`config.mk`:
```
export PLATFORM = sky130hd
export DESIGN_NAME = instruction_fetch_unit
export DESIGN_NICKNAME = d
export VERILOG_FILES = /design/src/rtl/instruction_fetch_unit.sv
export SDC_FILE = /design/constraint.sdc
export NUM_CORES = 1
export LEC_CHECK = 0
export BUFFER_PORTS_ARGS = -buffer_cell sky130_fd_sc_hd__buf_2
export CORE_MARGIN = 2
export CORE_UTILIZATION = 40
export DETAILED_ROUTE_END_ITERATION = 6
export PLACE_DENSITY = 0.69
export SYNTH_ARGS = -nofsm -noshare
export SYNTH_HDL_FRONTEND = slang
export SYNTH_SLANG_ARGS = --single-unit
```
`constraint.sdc`:
```
create_clock -name CLK -period 4.1 [get_ports CLK]
set_input_delay 0.41 -clock CLK [delete_from_list [all_inputs] [get_ports CLK]]
set_output_delay 0.41 -clock CLK [all_outputs]
set_load 0.05 [all_outputs]
```
`src/rtl/instruction_fetch_unit.sv`:
```
// instruction_fetch_unit: holds the PC, fetches one word per req/ready handshake and holds it until retire (>=2 cycles/instr).
// Stall freezes the held instruction; optional retire/stall counters are built only with IFETCH_PERF_CNT_EN.
module instruction_fetch_unit #(
  parameter logic [31:0] RESET_PC = 32'h0000_0000
) (
  input  logic        CLK,
  input  logic        Reset_L,
  output logic        ImemReq,
  output logic [31:0] ImemAddr,
  input  logic        ImemReady,
  input  logic [31:0] ImemData,
  input  logic        Stall,
  input  logic        Branch,
  input  logic        Zero,
  input  logic        Jump,
  input  logic [31:0] BranchImm,
  output logic [31:0] Instruction,
  output logic        InstrValid,
  output logic [5:0]  Opcode,
  output logic [5:0]  FuncCode,
  output logic [31:0] PCPlus4,
  output logic [31:0] FetchCount,
  output logic [31:0] StallCount
);

  typedef enum logic [1:0] {
    IDLE = 2'd0,
    REQ  = 2'd1,
    HOLD = 2'd2
  } state_t;

  state_t      state;
  logic [31:0] pc;
  logic [31:0] instr;
  logic        instr_vld;
  logic        req;
  logic [31:0] next_pc;
  logic        retire;

  assign PCPlus4     = pc + 32'd4;
  assign ImemAddr    = pc;
  assign ImemReq     = req;
  assign Instruction = instr;
  assign InstrValid  = instr_vld;
  assign Opcode      = instr[31:26];
  assign FuncCode    = instr[5:0];
  assign retire      = (state == HOLD) && !Stall;

  // Jump takes priority over a simultaneously taken branch.
  always_comb begin
    next_pc = PCPlus4;
    if (Jump)
      next_pc = {PCPlus4[31:28], instr[25:0], 2'b00};
    else if (Branch && Zero)
      next_pc = PCPlus4 + {BranchImm[29:0], 2'b00};
  end

  // Word-offset shift drops the top two immediate bits by design.
  logic unused_imm_hi;
  assign unused_imm_hi = ^BranchImm[31:30];

  always_ff @(posedge CLK or negedge Reset_L) begin
    if (!Reset_L) begin
      state     <= IDLE;
      pc        <= RESET_PC;
      instr     <= 32'h0;
      instr_vld <= 1'b0;
      req       <= 1'b0;
    end else begin
      case (state)
        IDLE: begin
          state <= REQ;
          req   <= 1'b1;
        end
        REQ: begin
          if (ImemReady) begin
            instr     <= ImemData;
            instr_vld <= 1'b1;
            req       <= 1'b0;
            state     <= HOLD;
          end
        end
        HOLD: begin
          if (!Stall) begin
            pc        <= next_pc;
            instr     <= 32'h0;
            instr_vld <= 1'b0;
            req       <= 1'b1;
            state     <= REQ;
          end
        end
        default: begin
          state <= IDLE;
          req   <= 1'b0;
        end
      endcase
    end
  end

`ifdef IFETCH_PERF_CNT_EN
  logic [31:0] fetch_cnt;
  logic [31:0] stall_cnt;

  always_ff @(posedge CLK or negedge Reset_L) begin
    if (!Reset_L) begin
      fetch_cnt <= 32'h0;
      stall_cnt <= 32'h0;
    end else begin
      if (retire)
        fetch_cnt <= fetch_cnt + 32'd1;
      if ((state == HOLD) && Stall)
        stall_cnt <= stall_cnt + 32'd1;
    end
  end

  assign FetchCount = fetch_cnt;
  assign StallCount = stall_cnt;
`else
  logic unused_retire;
  assign unused_retire = retire;
  assign FetchCount    = 32'h0;
  assign StallCount    = 32'h0;
`endif

endmodule

```
==> impl_metrics.yaml, run 1 <==
run_status:
  status: "complete, no violations"
global_route:
  grt_use_total_pct: 21.5
  grt_start_max_net_pins: 47
  first_global_vias: 4680
  antenna_found_initial: 0
  overflow: 0
  grt_pass1_wl_mm: 25.1
logic_synthesis:
  syn_inst: 657
  synth-adder-area-share_pct: 8.25
  ys.flop_type: "dfrtp_1"
  synth_top_family_by_area: "compound AO/OA/AOI/OAI gates"
  async_flop_share_pct: 100
  synth-seq-cells: 65
  synth_compound_area_share_pct: 24.1
  synth_mux_area_share_pct: 1.23
  synth_edf_count: 0
  seq_area_frac_synth_pct: 28.5
  yosysWarnings: 0
  avgSynthCellArea_sq_um: 8.67
  synthXorXnorAreaFrac_pct: 7.93
  synth-simple-area-share_pct: 16.7
  synthDistinctLibCells: 73
  syn_area_sq_um: 5700
floorplanning:
  fp.dieH_um: 123
  num_rows: 43
  initial_core_util_pct: 41.1
  die_area_sq_um: 15200
  die_w_um: 123
  ioPinCount: 245
  core_sq_um: 13900
final_layout:
  area_delta_synth_final_pct: 19.9
  drive_gt1_share_pct: 29.8
  n_antenna_cell: 0
  final_area_sq_um: 6830
  layout_commonest_cell: "buf_2"
  layout_common_cells: "174 x buf_2, 68 x conb_1, 64 x nand2_1"
  fin_nets: 923
power:
  p_per_area_nw_per_um2: 970
  power.total_mw: 6.63
  power_leakage_nw: 3.55
  ir_drop_mv: 0.565
setup_path:
  path_max_fanout: 7
  required_ps: 4340
  crit_arrival_ps: 4110
  worst_setup_path_end_kind: "flop"
  ff2ff_setup_slack_ps: 240
  start_kind: "flop"
  path_class: "flop to flop"
place:
  port_buffers: 174
  dp_hpwl_mm: 12.9
  dp_slack_ps: 210
  place_area_sq_um: 6560
  gp_congestion: 0.931
routing:
  vias_per_cell: 5.20
  detail-route-antenna-nets: 0
  routed.top_layer: "met4"
  drc: 0
  routedWlPerCell_um: 16.2
  wl_met1_mm: 7.46
  met2_wirelength_mm: 7.01
  route.met3.wl_mm: 1.35
  firstDrtPassIters: 5
  first_iter_violations: 524
  drt-total-wl_mm: 16.2
  vias: 5200
sta:
  fmax_mhz: 259
  setup_viol: 0
  min_period_ps: 3860
  clock_skew_ps: 15.4
  hold_viol: 0
  fin_crit_sh_pct: 94.3
  rsz0062_at_grt: "no"
  slew_headroom_pct: 19.2
  tightest_slew_ps: 1210
  slew_violations: 0
  setup_slack_ps: 235
clock_tree:
  clock-sinks: 65
  cts.clk_slew.worst_paths_ps: 60
  cts_buffer_depth: 2
  cts_made_buffers: 9
  hold_buffers: 0
  clk_latency_ps: 330
  cts_setup_buffers: 0
  cts_tree: "done"
  cts.htree.levels: 3
  root_buffer: "clkbuf_16"
  cts_resized: 0
worst_hold_path:
  hp-class: "primary input to asynchronous set/reset pin"
job:
  maxCapViolations: 0
-- synth_stat cells (11+ instances only) --
cell type,number,area (sq um)
xnor2_1,32,280
a21oi_1,43,215
a21o_1,21,158
nor2_1,32,120
nand3_1,19,95.1
ha_1,36,450
a22o_1,32,280
inv_1,11,41.3
xor2_1,14,123
nand4_1,11,68.8
dfrtp_1,65,1630
clkbuf_1,17,63.8
nand2_1,64,240
and3_1,11,68.8
o21ai_0,46,230
buf_4,80,601
-- cell type report --
cell class                      count  area (sq um)
Clock buffer                       13           250
Clock inverter                      3          17.5
Fill cell                        1390          7050
Inverter                           11          41.3
Multi-Input combinational cell    545          3720
Sequential cell                    65          1640
Tap cell                          180           225
Timing Repair Buffer              183           938
-- metal layers --
metal  up-vias  GRT usage (%)
met5         -              0
met4         0           7.95
met3        25           4.11
met2       253           30.6
met1      2362           32.0
li1       2560              -
-- logic make-up after synthesis --
group | Yosys count
compound gates | 199
buf+inv | 114
simple gates | 185
other cells | 1
mux | 7
flops | 65
xor+xnor | 49
fa+ha+maj | 37
-- state kept, by name, indices dropped and copies added, names as in the netlist --
name,count
ImemAddr,30
ImemReq,1
state,1
Instruction,32
InstrValid,1
-- through the flow --
| step | TNS (ps) | hold WS, ps | util [%] | std cells |
|---|---|---|---|---|
| after global routing | 0 | 247 | 49.2 | 1000 |
| final | 0 | 187 | 49.2 | 1000 |
| after CTS | 0 | 212 | 49.2 | 1000 |
| after detailed placement | 0 | 488 | 47.3 | 984 |
| after global placement | 0 | 481 | 47.3 | 984 |
| after floorplan | -8.05 | 114 | - | 724 |
-- report_power, final --
part	internal (mW)	switching, mW
registers	0.939	0.416
logic	1.31	3.28
clock network	0.423	0.261
total	2.67	3.96
-- worst max-delay path: stages, from the launching register on --
cell	delay (ps)
dfrtp_2	400
ha_1	210
and4_4	280
nand2_2	50
or2_4	270
nor2_2	170
nand3_2	150
xnor2_4	190
ha_1	380
a21o_1	220
a21o_1	180
a21o_1	200
nor3b_1	190
nand3_1	160
a2111o_1	420
a31o_1	220
o211ai_1	90
-- worst paths after layout --
path                                  start             end  cells past startpoint
worst max-delay path            ImemAddr[2]    ImemAddr[31]                     16
worst min-delay path                Reset_L  Instruction[1]                      1
worst max register to register  ImemAddr[2]    ImemAddr[31]                     16
worst min register to register   InstrValid      InstrValid                      2
max in group asynchronous           Reset_L    ImemAddr[31]                      2
min in group CLK                ImemData[8]  Instruction[8]                      2
Note: power is estimated with default switching activity, not from simulation.
==> run 2: changes to the inputs <==
--- a/config.mk
+++ b/config.mk
@@ -9,7 +9,9 @@
 export CORE_MARGIN = 2
 export CORE_UTILIZATION = 40
 export DETAILED_ROUTE_END_ITERATION = 6
-export PLACE_DENSITY = 0.69
+export PLACE_DENSITY = 0.78
+export RECOVER_POWER = 100
+export SKIP_CTS_REPAIR_TIMING = 1
 export SYNTH_ARGS = -nofsm -noshare
 export SYNTH_HDL_FRONTEND = slang
 export SYNTH_SLANG_ARGS = --single-unit
==> impl_metrics.yaml, run 2 (same netlist as run 1, synthesis figures left out) <==
sta:
  fmax_mhz: 259
  fin_crit_sh_pct: 94.2
  min_period_ps: 3860
  slew_violations: 101
  hold_viol: 0
  setup_viol: 0
  clock_skew_ps: 9.67
  tightest_slew_ps: 2000
  holdWs_ps: 307
  rsz0062_at_grt: "no"
  slew_headroom_pct: -34.1
setup_path:
  cp_slowest_stage_delay_ps: 460
  worst_setup_path_end_kind: "flop"
  r2r_end: "ImemAddr[31]"
  path_max_fanout: 6
  path_class: "flop to flop"
  ff2ff_setup_slack_ps: 240
  rr_startpoint: "ImemAddr[2]"
  crit_arrival_ps: 4100
  cpMaxStageDelayCell: "or3_4"
  critPathBufInv: 0
  start_kind: "flop"
  critPathTopFamily: "simple AND/OR/NAND/NOR gates"
  worst_r2r_path_depth: 16
  crit_chain: "ha_1, and4_4, nand2_2, or2_4, or3_4, nor2_4, xor2_2, ha_1, a21o_1, a21o_1, a21oi_2, nor3b_1, nand3_1, a2111o_1, a31o_1, o211ai_1"
  required_ps: 4340
floorplanning:
  fp.dieH_um: 123
  ioPinCount: 245
  die_w_um: 123
  num_rows: 43
  initial_core_util_pct: 41.1
  die_area_sq_um: 15200
  core_sq_um: 13900
final_layout:
  drive_gt1_share_pct: 16.2
  final_area_sq_um: 6730
  area_delta_synth_final_pct: 18.0
  largest_register_ff_count: 32
  fin_nets: 922
  layout_commonest_cell: "clkbuf_1"
  layout_common_cells: "110 x clkbuf_1, 68 x conb_1, 68 x buf_2"
  post-route-util_pct: 48.5
  n_antenna_cell: 0
global_route:
  first_global_vias: 4675
  grt_pass1_wl_mm: 24.6
  grt_use_total_pct: 20.7
  grt_start_max_net_pins: 47
  antenna_found_initial: 0
  overflow: 0
worst_hold_path:
  min_to: "Instruction[9]"
  worstHoldStart: "ImemData[9]"
  min_delay_path_depth: 2
  hp-class: "primary input to flop"
run_status:
  status: "finished with violations"
  violations: "capacitance limit, slew limit"
routing:
  detail-route-antenna-nets: 0
  drt-total-wl_mm: 15.9
  vias: 5287
  first_iter_violations: 370
  routedWlPerCell_um: 16.0
  firstDrtPassIters: 5
  vias_per_cell: 5.29
  drc: 0
place:
  port_buffers: 174
  dp_hpwl_mm: 12.7
  gp_congestion: 0.934
  place_area_sq_um: 6560
power:
  p_per_area_nw_per_um2: 982
  ir_drop_mv: 0.579
  power_leakage_nw: 3.20
clock_tree:
  root_buffer: "clkbuf_16"
  clk_latency_ps: 320
  cts.htree.levels: 3
  cts_made_buffers: 9
  clock-sinks: 65
  cts.clk_slew.worst_paths_ps: 60
  cts_buffer_depth: 2
  cts_tree: "done"
job:
  maxCapViolations: 3
-- run 2: worst register-to-register path: cells and delay by family (launching register included) --
| family | cells | cell delay (ps) |
|---|---|---|
| AOI/OAI and AO/OA | 6 | 1240 |
| and+or+nand+nor | 7 | 1550 |
| adders and majority gates | 2 | 480 |
| DFF | 1 | 400 |
| xor gates and xnor gates | 1 | 90 |
-- run 2: through the flow --
stage / std cells / worst slack (ps) / setup TNS, ps / power (mW)
after floorplan: 724 / -8.05 / -8.05 / 4.96
after global placement: 983 / 260 / 0 / 5.84
after detailed placement: 983 / 215 / 0 / 5.89
after CTS: 999 / 192 / 0 / 6.72
after global routing: 999 / 3.68 / 0 / 7.00
final: 999 / 239 / 0 / 6.60
-- run 2: routing by layer --
| metal | wire length (um) | GRT usage (%) | share of wire [%] | up-vias |
|---|---|---|---|---|
| li1 | - | - | - | 2572 |
| met3 | 1160 | 3.60 | 7.3 | 25 |
| met1 | 7350 | 30.0 | 46 | 2470 |
| met5 | 0 | 0 | 0 | - |
| met4 | 383 | 7.03 | 2.4 | 0 |
| met2 | 7050 | 31.1 | 44 | 220 |
-- run 2: worst max path at each step --
stage	slack [ps]	from	cells after the start	end
global route	4	ImemAddr[7]	14	ImemAddr[30]
finish	240	ImemAddr[2]	16	ImemAddr[31]
floorplan	-8	ImemAddr[2]	14	ImemAddr[29]
CTS	190	ImemAddr[2]	16	ImemAddr[31]
global placement	260	ImemAddr[2]	16	ImemAddr[31]
detailed placement	210	ImemAddr[2]	16	ImemAddr[31]
-- run 2: area by class of cell --
class | count | area [sq um]
flip-flops and latches | 65 | 1640
clock inverters | 3 | 65.1
well taps | 180 | 225
inverters | 11 | 41.3
fillers | 1411 | 7150
multi-input cells | 545 | 3710
repair buffers | 182 | 795
clock buffers | 13 | 250
-- run 2: power by group --
part	switching [mW]	internal (mW)
Clock	0.254	0.548
Combinational	3.28	1.17
Sequential	0.414	0.939
